--- config.mk ---
export PLATFORM = sky130hd
export DESIGN_NAME = stream_mux_rr
export DESIGN_NICKNAME = d
export VERILOG_FILES = /design/src/rtl/stream_mux_rr.sv
export SDC_FILE = /design/constraint.sdc
export NUM_CORES = 1
export LEC_CHECK = 0
export BUFFER_PORTS_ARGS = -buffer_cell sky130_fd_sc_hd__buf_4
export CAP_MARGIN = 25
export CORE_MARGIN = 2
export CORE_UTILIZATION = 35
export CTS_BUF_LIST = sky130_fd_sc_hd__clkbuf_8
export DETAILED_ROUTE_END_ITERATION = 10
export PLACE_DENSITY_LB_ADDON = 0.2
export SLEW_MARGIN = 20
export SYNTH_ARGS = -nofsm -noshare
export SYNTH_HDL_FRONTEND = slang
export SYNTH_SLANG_ARGS = --single-unit
--- constraint.sdc ---
create_clock -name clk -period 8 [get_ports clk]
set_input_delay 0.8 -clock clk [delete_from_list [all_inputs] [get_ports clk]]
set_output_delay 0.8 -clock clk [all_outputs]
set_load 0.01 [all_outputs]
--- src/rtl/stream_mux_rr.sv ---
// stream_mux_rr: N-channel registered stream mux with fixed-select or round-robin arbitration
module stream_mux_rr #(
  parameter int N = 4,
  parameter int W = 8,
  localparam int SW = (N > 2) ? $clog2(N) : 1
) (
  input  logic            clk,
  input  logic            rst_n,
  input  logic            mode,
  input  logic [SW-1:0]   sel,
  input  logic [N*W-1:0]  in_data,
  input  logic [N-1:0]    in_valid,
  output logic [N-1:0]    in_ready,
  output logic [W-1:0]    out_data,
  output logic [SW-1:0]   out_ch,
  output logic            out_valid,
  input  logic            out_ready
);
  logic [W-1:0] ch [N];
  logic [N-1:0] grant;
  logic [SW-1:0] gidx, idx, ptr, nxt;
  logic load_en, xfer;
  for (genvar i = 0; i < N; i++) begin : g_ch
    assign ch[i] = in_data[i*W +: W];
  end
  assign load_en = !out_valid || out_ready;
  assign in_ready = grant & {N{load_en & rst_n}};
  assign xfer = |in_ready;
  assign nxt = (gidx == SW'(N-1)) ? '0 : gidx + 1'b1;
  always_comb begin
    grant = '0;
    gidx = sel;
    idx = ptr;
    if (!mode) begin
      if ({1'b0, sel} < (SW+1)'(N) && in_valid[sel]) grant[sel] = 1'b1;
    end else begin
      for (int k = 0; k < N; k++) begin
        if (grant == '0 && in_valid[idx]) begin
          grant[idx] = 1'b1;
          gidx = idx;
        end
        idx = (idx == SW'(N-1)) ? '0 : idx + 1'b1;
      end
    end
  end
  always_ff @(posedge clk or negedge rst_n) begin
    if (!rst_n) begin
      out_valid <= 1'b0;
      out_data <= '0;
      out_ch <= '0;
      ptr <= '0;
    end else begin
      out_valid <= xfer || (out_valid && !out_ready);
      if (xfer) begin
        out_data <= ch[gidx];
        out_ch <= gidx;
        if (mode) ptr <= nxt;
      end
    end
  end
endmodule
=== Yosys cells after proc, flatten, opt, wreduce, memory -nomap -nowiden ===
Cells that the tools add are included.

* Word-level logic and storage cells: 88
* Bits in latches: 0
* Input port bits: 42
* Bits in writable memories: 0
* Memories: 0
* Flip-flop bits (word level): 13
* ROM bits: 0

* Bitwise operators: 6
* Divide/modulo/power cells: 0
* Mux-type cells: 41
* Add/subtract/negate cells: 4
* Order comparisons: 11
* Reduce and logical (&&, ||, !) cells: 18
* Eq/ne operators: 4
* Shift-type cells: 0
* Multiply operators: 0

{| class="wikitable"
|+ Operator list
! operator !! number
|-
| 2-to-1 mux 4 bit || 9
|-
| 2-to-1 mux 2 bit || 9
|-
| binary-select mux 8 bit (select 2 bit) || 1
|-
| 2-to-1 mux 8 bit || 2
|-
| less-than comparator 2 x 3 -> 1 bit (second input constant) || 5
|-
| zero test 4 bit || 3
|-
| OR 4 bit || 3
|-
| binary-select mux 1 bit (select 2 bit) || 5
|-
| demux 1 bit (select 2 bit) || 5
|-
| greater-or-equal comparator 2 x 1 -> 1 bit (second input constant) || 5
|-
| 2-to-1 mux 1 bit || 10
|-
| logical AND 1 bit || 9
|-
| adder 2 x 1 -> 2 bit (second input constant) || 4
|-
| equality test 2 bit (second input constant) || 4
|-
| AND 4 bit || 1
|-
| OR reduction 4 bit || 1
|-
| greater-or-equal comparator 3 bit (second input constant) || 1
|-
| inverter 2 -> 3 bit || 1
|-
| zero test 1 bit || 2
|-
| logical OR 1 bit || 2
|-
| AND reduction 2 bit || 1
|-
| AND 1 bit || 1
|}

=== Longest topological paths before layout ===
Gate-level depths: netlist (run 1).

* Word-level depth: 22
* Depth in mapped cells: 15
* Gate-level depth less buffers: 11

=== Worst setup path after synthesis (run 1) ===
OpenSTA, ideal clock, no wires.

* Path type: register to register
* Start point: reg ptr[0]
* End point: reg out_ch[0]
* Buffers on the path: 4
* Stages on the path, launching flop included: 14
* Slack: 4.537 ns
* Setup time: 0.154 ns
* Period minus slack after synthesis: 3.463 ns
* Data arrival time: 3.309 ns
* Cell sequence: dfrtp_1 inv_1 ha_1 buf_2 mux4_2 buf_2 a22o_1 a221oi_1 a21oi_1 or4_1 buf_2 buf_6 nor2_1 a31oi_2

* Word-level cells in the longest chain between the ends: 20
* Elaborated cells between the ends (all ways): 61
* Those cells by class: add/sub: 3; order compare: 8; eq/ne: 3; mux: 32; bitwise: 4; reduce/logical: 11

{| class="wikitable"
|+ Ends and longest elaborated chain
! item !! line !! source
|-
| start, declared || 21 || <nowiki>logic [SW-1:0] gidx, idx, ptr, nxt;</nowiki>
|-
| start signal, assigned || 57 || <nowiki>if (mode) ptr <= nxt;</nowiki>
|-
| branches (longest 16 deep; another with less-than comparator 2 x 3 -> 1 bit) || - ||
|-
| 2-to-1 mux 4 bit * || 38 || <nowiki>if (grant == '0 && in_valid[idx]) begin</nowiki>
|-
| 2-to-1 mux 4 bit * || 34 || <nowiki>if (!mode) begin</nowiki>
|-
| AND 4 bit * || 27 || <nowiki>assign in_ready = grant & {N{load_en & rst_n}};</nowiki>
|-
| named net in_ready[0] || 13 || <nowiki>output logic [N-1:0] in_ready,</nowiki>
|-
| OR reduction 4 bit * || 28 || <nowiki>assign xfer = |in_ready;</nowiki>
|-
| end signal, assigned || 56 || <nowiki>out_ch <= gidx;</nowiki>
|-
| end, declared || 15 || <nowiki>output logic [SW-1:0] out_ch,</nowiki>
|}

Mark *: on every way through the listed nets, which the timed path passes. The select of a mux whose other input is x is not followed.
A chain may end at the register's enable or synchronous reset.

=== Final worst setup path (run 1) ===
* Start point: reg ptr[0]
* End point: reg out_data[4]

* Word-level cells in the longest chain between the ends: 22
* Elaborated cells between the ends (all ways): 65
* Those cells by class: add/sub: 3; order compare: 8; eq/ne: 3; mux: 35; bitwise: 5; reduce/logical: 11

{| class="wikitable"
|+ Ends and longest elaborated chain
! item !! line !! source
|-
| branches (longest 22 deep; another with less-than comparator 2 x 3 -> 1 bit) || - ||
|-
| end signal, assigned || 55 || <nowiki>out_data <= ch[gidx];</nowiki>
|-
| end, declared || 14 || <nowiki>output logic [W-1:0] out_data,</nowiki>
|}

Parallel ways; which one is timed is not known. The select of a mux whose other input is x is not followed.

==> results of run 1 <==
cell families after synthesis:
logic type | after synthesis
AO/OA/AOI/OAI | 65
XOR/XNOR | 1
multiplexers | 28
buffers and inverters | 18
flip-flops | 13
AND/OR/NAND/NOR | 62
adder cells (fa/ha/maj) | 8
worst max-delay path by stage:
stage	depth (start not counted)	endpoint
2_1_floorplan	13	out_ch[0]
3_5_place_dp	11	out_data[4]
4_1_cts	11	out_data[4]
3_3_place_gp	11	out_data[4]
6_report	11	out_data[4]
5_1_grt	11	out_data[6]
cell usage in the layout (no fill, tap or decap), types with 7 or more instances in the layout:
master / netlist / final
a21oi_1: 8 / 8
a31oi_1: 15 / 15
buf_4: 1 / 56
inv_1: 7 / 8
mux2i_1: 17 / 17
dfrtp_1: 13 / 13
nor2_1: 17 / 17
nand2_1: 15 / 15
ha_1: 8 / 8
mux2_2: 8 / 8
o22a_1: 7 / 7
stage by stage:
step           cell area, um2  instances  setup slack (ps)
6_report                 2130        299              3360
5_1_grt                  2130        299              2995
4_1_cts                  2122        298              3030
3_5_place_dp             2077        294              3024
3_3_place_gp             2077        294              3135
2_1_floorplan            1654        195              4537
metal layers:
layer	part of all wire [%]	up-vias	global-route usage [%]
li1	-	851	-
met4	1.2	0	2.675
met3	7.2	6	3.315
met2	46	72	25.96
met5	0	-	0
met1	45	790	25.96
cell type report:
| class | count | share of cell area [%] |
|---|---|---|
| Inverter | 7 | 1.234 |
| Clock inverter | 1 | 0.1763 |
| Multi-Input combinational cell | 164 | 58.11 |
| Clock buffer | 3 | 1.939 |
| Sequential cell | 13 | 15.28 |
| Tap cell | 54 | 3.173 |
| Timing Repair Buffer | 57 | 20.09 |
power by group through the flow:
stage	logic, W	clock network, W	registers [W]
floorplan	0.000588	0	0.000140
global placement	0.000767	0	0.000137
detailed placement	0.000761	0	0.000138
CTS	0.000762	0.0000587	0.000137
global route	0.000849	0.0000630	0.000142
finish	0.000771	0.0000577	0.000136
state kept, by name, indices dropped and copies added, names as in the netlist:
signal     flops
ptr            2
out_valid      1
out_data       8
out_ch         2
critical path, delay by kind of cell (launching register included):
kind / cells / cell delay (ps)
flops: 1 / 710
mux: 1 / 690
fa+ha+maj: 1 / 560
simple gates: 3 / 890
buf+inv: 1 / 240
compound gates: 5 / 1480
==> flow_summary.toml, run 1 <==
[status]
status = "finished clean"

[worst_setup_path]
critical_path.slowest_cell = "dfrtp_1"
crit_type = "flop to flop"
startpoint = "ptr[0]"
required_ps = 8160
arrival_ps = 4800
crit_chain = "inv_1 > ha_1 > mux4_2 > nor2_1 > o31a_1 > a31oi_2 > and2_1 > o21ai_2 > nand3_1 > o22a_1 > a31oi_1"
worst-path-max-fanout = 17
critPathCaptureType = "flop"
reg2reg_depth = 11
max_stage_delay_ps = 710
start_kind = "flop"
r2r_end = "out_data[4]"
r2r_start = "ptr[0]"
rrSetupSlack_ps = 3360

[route]
routed_wl_um = 4621
ant_nets = 0
wl_per_cell_um = 15.45
drt-pass1-iter-count = 4
vias_per_cell = 5.749
remaining_drc_errors = 0
drt_iter0_drc = 253
num_vias = 1719

[sta]
setup_tns_ps = 0
setup_viol_count_final = 0
finalCriticalPeriod_ps = 4640
rsz0062_at_grt = "false"
final_hold_viol_count = 0
worst-slew-pin-transition_ps = 810.4
fin_skew_ps = 3.512
slew-limit-headroom_pct = 45.97
whs_ps = 392.3
min_period_over_period_pct = 58.00
drv_slew = 0
fmax_ghz = 0.2155

[cts]
cts_resized = 0
cts.sinks = 13
htreeDepth = 1
hold_buffers = 0
cts_buffer_depth = 2
clock_latency_ps = 240
cts_root_buf = "clkbuf_8"
cts_inserted_buffers = 3
cts.clk_slew.worst_paths_ps = 60
postCtsSetupBuffers = 0
cts_tree = "yes"

[flow_run]
maxCapViolCount = 0

[die]
ios = 57
row_count = 25
core_area_um2 = 4629
die-area_um2 = 5292
die_h_um = 72.75
initial_core_util_pct = 35.73
die_w_um = 72.75

[layout]
final_layout_size_suffix_gt1_share_pct = 32.65
fillers = 472
multi_input_area_um2 = 1237
areaGrowthSynthToFinish_pct = 28.74
nets = 296
register_area_um2 = 325.3
fin_util_pct = 46.00
diodes = 0

[synth]
synth-simple-area-share_pct = 18.91
synth_area_um2 = 1654
synth-edff-count = 0
synth_mux_area_share_pct = 19.82
syn_nets = 245
synth_top_family_by_area = "compound AO/OA/AOI/OAI gates"
synth_seq_cells = 13
synth_xor_area_share_pct = 0.5295
synthTopCellsByCount = "mux2i_1 (17), nor2_1 (17), a31oi_1 (15), nand2_1 (15), dfrtp_1 (13)"
synth_top_area_share_pct = 19.67
synth.largest_area_cell = "dfrtp_1"
async_flop_share_pct = 100.0
synth_cells = 195
ys.flop_type = "dfrtp_1"
synthTopCellsByArea = "dfrtp_1 (20%), mux2i_1 (10%), ha_1 (6.1%)"
ys_types = 50
synth-seq-area-share_pct = 19.67
syn_avg_cell_area_um2 = 8.482
yosysWarningCount = 0
synth_compound_area_share_pct = 29.50
synth_fa_ha_area_share_pct = 6.051

[pwr]
p_sw_share_pct = 51.13
p_comb_share_pct = 79.9
p_per_area_nw_per_um2 = 453.5
p_int_w = 0.0004719
p_clk_share_pct = 6.0
peakVddDrop_v = 0.0001762
power_w = 0.0009657
p_sw_w = 0.0004938
seqPwrFrac_pct = 14.1
power.leakage_nw = 1.002

[global_routing]
grt-ovfl-total = 0
grt_pass1_vias = 1557
grt.total_usage_pct = 17.23
grt_pass1_wl_um = 7376
grt_max_degree = 26
antenna_found_initial = 0

[worst_hold_path]
hp-class = "input pin to asynchronous set/reset pin"

[placement]
hpwl_um = 3548
gp_congestion = 0.9257
io_buffers = 56
Power figures use the tool's default switching activity.
==> run 2: changes to the inputs <==
==> constraint.sdc (replaced) <==
create_clock -name clk -period 3.7 [get_ports clk]
set_input_delay 0.37 -clock clk [delete_from_list [all_inputs] [get_ports clk]]
set_output_delay 0.37 -clock clk [all_outputs]
set_load 0.01 [all_outputs]
==> run 2 against run 1 <==
Die area stayed put. Core utilization is 2.5 points higher. Register-to-register slack worse by 3100 ps. Via count is 3.5% higher. Final cell count is 4.0% higher. First-iteration DRC count is 51% lower. Sequential share of layout area is 0.72 points lower. Fmax is 34% higher. Count of clock-buffer cells in the layout stayed put. Critical path type unchanged. Largest power group unchanged.
==> flow_summary.toml, run 2 (same netlist as run 1, synthesis figures left out) <==
[pwr]
p_per_area_nw_per_um2 = 1010
power.leakage_nw = 1.069
peakVddDrop_v = 0.0004054

[die]
die-area_um2 = 5292
core_area_um2 = 4629
die_w_um = 72.75
initial_core_util_pct = 35.73
die_h_um = 72.75
ios = 57
row_count = 25

[cts]
htreeDepth = 1
cts_buffer_depth = 2
cts.clk_slew.worst_paths_ps = 60
clock_latency_ps = 240
cts_root_buf = "clkbuf_8"
cts_inserted_buffers = 3
cts_tree = "yes"
cts.sinks = 13

[sta]
fin_skew_ps = 2.206
fmax_ghz = 0.2881
whs_ps = 423.0
final_hold_viol_count = 0
setup_viol_count_final = 0
rsz0062_at_grt = "true"
min_period_over_period_pct = 93.81
finalCriticalPeriod_ps = 3471
slew-limit-headroom_pct = 67.37
drv_slew = 0
worst-slew-pin-transition_ps = 487.6

[route]
remaining_drc_errors = 0
num_vias = 1780
drt_iter0_drc = 123
routed_wl_um = 5000
vias_per_cell = 5.723
wl_per_cell_um = 16.08
drt-pass1-iter-count = 4
ant_nets = 0

[layout]
fillers = 497
final_cell_mix = "buf_4 (68), mux2i_1 (17), nor2_1 (17)"
areaGrowthSynthToFinish_pct = 35.63
reg_top3 = "out_data (8), out_ch (2), ptr (2)"
final_layout_size_suffix_gt1_share_pct = 36.19
mostFrequentLayoutCell = "buf_4"
largest_reg_flops = 8
largest_register = "out_data"
stdcell_count = 311
diodes = 0
nets = 308

[status]
status = "finished clean"

[worst_setup_path]
start_kind = "flop"
required_ps = 3870
worst-path-max-fanout = 25
arrival_ps = 3650
crit_type = "flop to flop"
critPathCaptureType = "flop"

[global_routing]
grt_max_degree = 26
grt_pass1_vias = 1586
grt_pass1_wl_um = 7969
grt-ovfl-total = 0
antenna_found_initial = 0
grt.total_usage_pct = 18.88

[worst_hold_path]
hp-class = "input pin to flop"

[placement]
io_buffers = 56
hpwl_um = 3817
dp_cells = 306
gp_congestion = 0.9289

[flow_run]
maxCapViolCount = 0
==> run 2: cell count changes in the layout (fill, tap and decap cells not counted) <==
cell	before	now
buf_4	56	68
a21boi_2	1	0
a21boi_4	0	1
clkbuf_4	1	0
dfrtp_1	13	12
dfrtp_2	0	1
dlygate4sd3_1	0	1
nand3_1	4	3
nand3_2	0	1
o21ai_2	3	2
o21ai_4	0	1
==> run 2: cell type report <==
type | count | area [um2] | area share (%)
clock buffers | 3 | 41.29 | 1.840
clock inverters | 1 | 3.754 | 0.1673
inverters | 7 | 26.28 | 1.171
multi-input cells | 164 | 1257 | 56.05
flip-flops and latches | 13 | 326.6 | 14.56
well taps | 54 | 67.56 | 3.012
repair buffers | 69 | 520.5 | 23.20
==> run 2: timing repair <==
action	4_1_cts	5_1_grt
endpoints found under the hold margin	13	0
gates resized for setup	1	3
hold buffers	1	0
buffers inserted	0	0
endpoints found under the setup margin	7	9
pin swaps	0	0
==> run 2: worst paths after layout <==
check / cells after the start / slack, ps / end / start
min in group asynchronous: 2 / 510 / out_data[4] / rst_n
worst max register to register: 12 / 230 / ptr[1] / ptr[1]
worst max-delay path: 12 / 230 / ptr[1] / ptr[1]
worst min register to register: 2 / 540 / out_valid / out_valid
worst min-delay path: 2 / 420 / ptr[0] / mode
max in group asynchronous: 2 / 2990 / ptr[1] / rst_n
==> run 2: where the power goes <==
| group | switching, W | internal, W |
|---|---|---|
| Sequential | 0.0000467 | 0.000223 |
| Clock | 0.0000533 | 0.0000733 |
| Combinational | 0.00102 | 0.000848 |
==> run 2: layer usage <==
layer	track usage, %	up-vias	wire, um	part of all wire, %
met5	0	-	0	0
met4	3.292	0	0	0
met3	3.729	0	249	5.0
met2	28.38	56	2425	49
met1	28.29	854	2326	47
li1	-	870	-	-
==> run 2: metrics by stage <==
stage          util, %  TNS, ps  worst slack [ps]  area, um2  power [W]
4_1_cts          48.16        0             147.3       2230   0.002236
2_1_floorplan        -        0             236.7       1654   0.001573
3_3_place_gp     46.81        0             1.935       2167   0.002088
5_1_grt          48.46   -21.66            -21.66       2243   0.002464
6_report         48.46        0             229.0       2243   0.002266
3_5_place_dp     46.81   -297.2            -58.17       2167   0.002088
==> run 2: worst max-delay path, stage by stage (launching register included) <==
cell and delay (ps):
dfrtp_2 410, inv_1 120, ha_1 330, mux4_2 600, buf_4 190, a31oi_1 240
o31a_4 190, buf_4 140, o211ai_1 140, or4_1 510, buf_4 230, a21oi_1 180
a41o_1 120
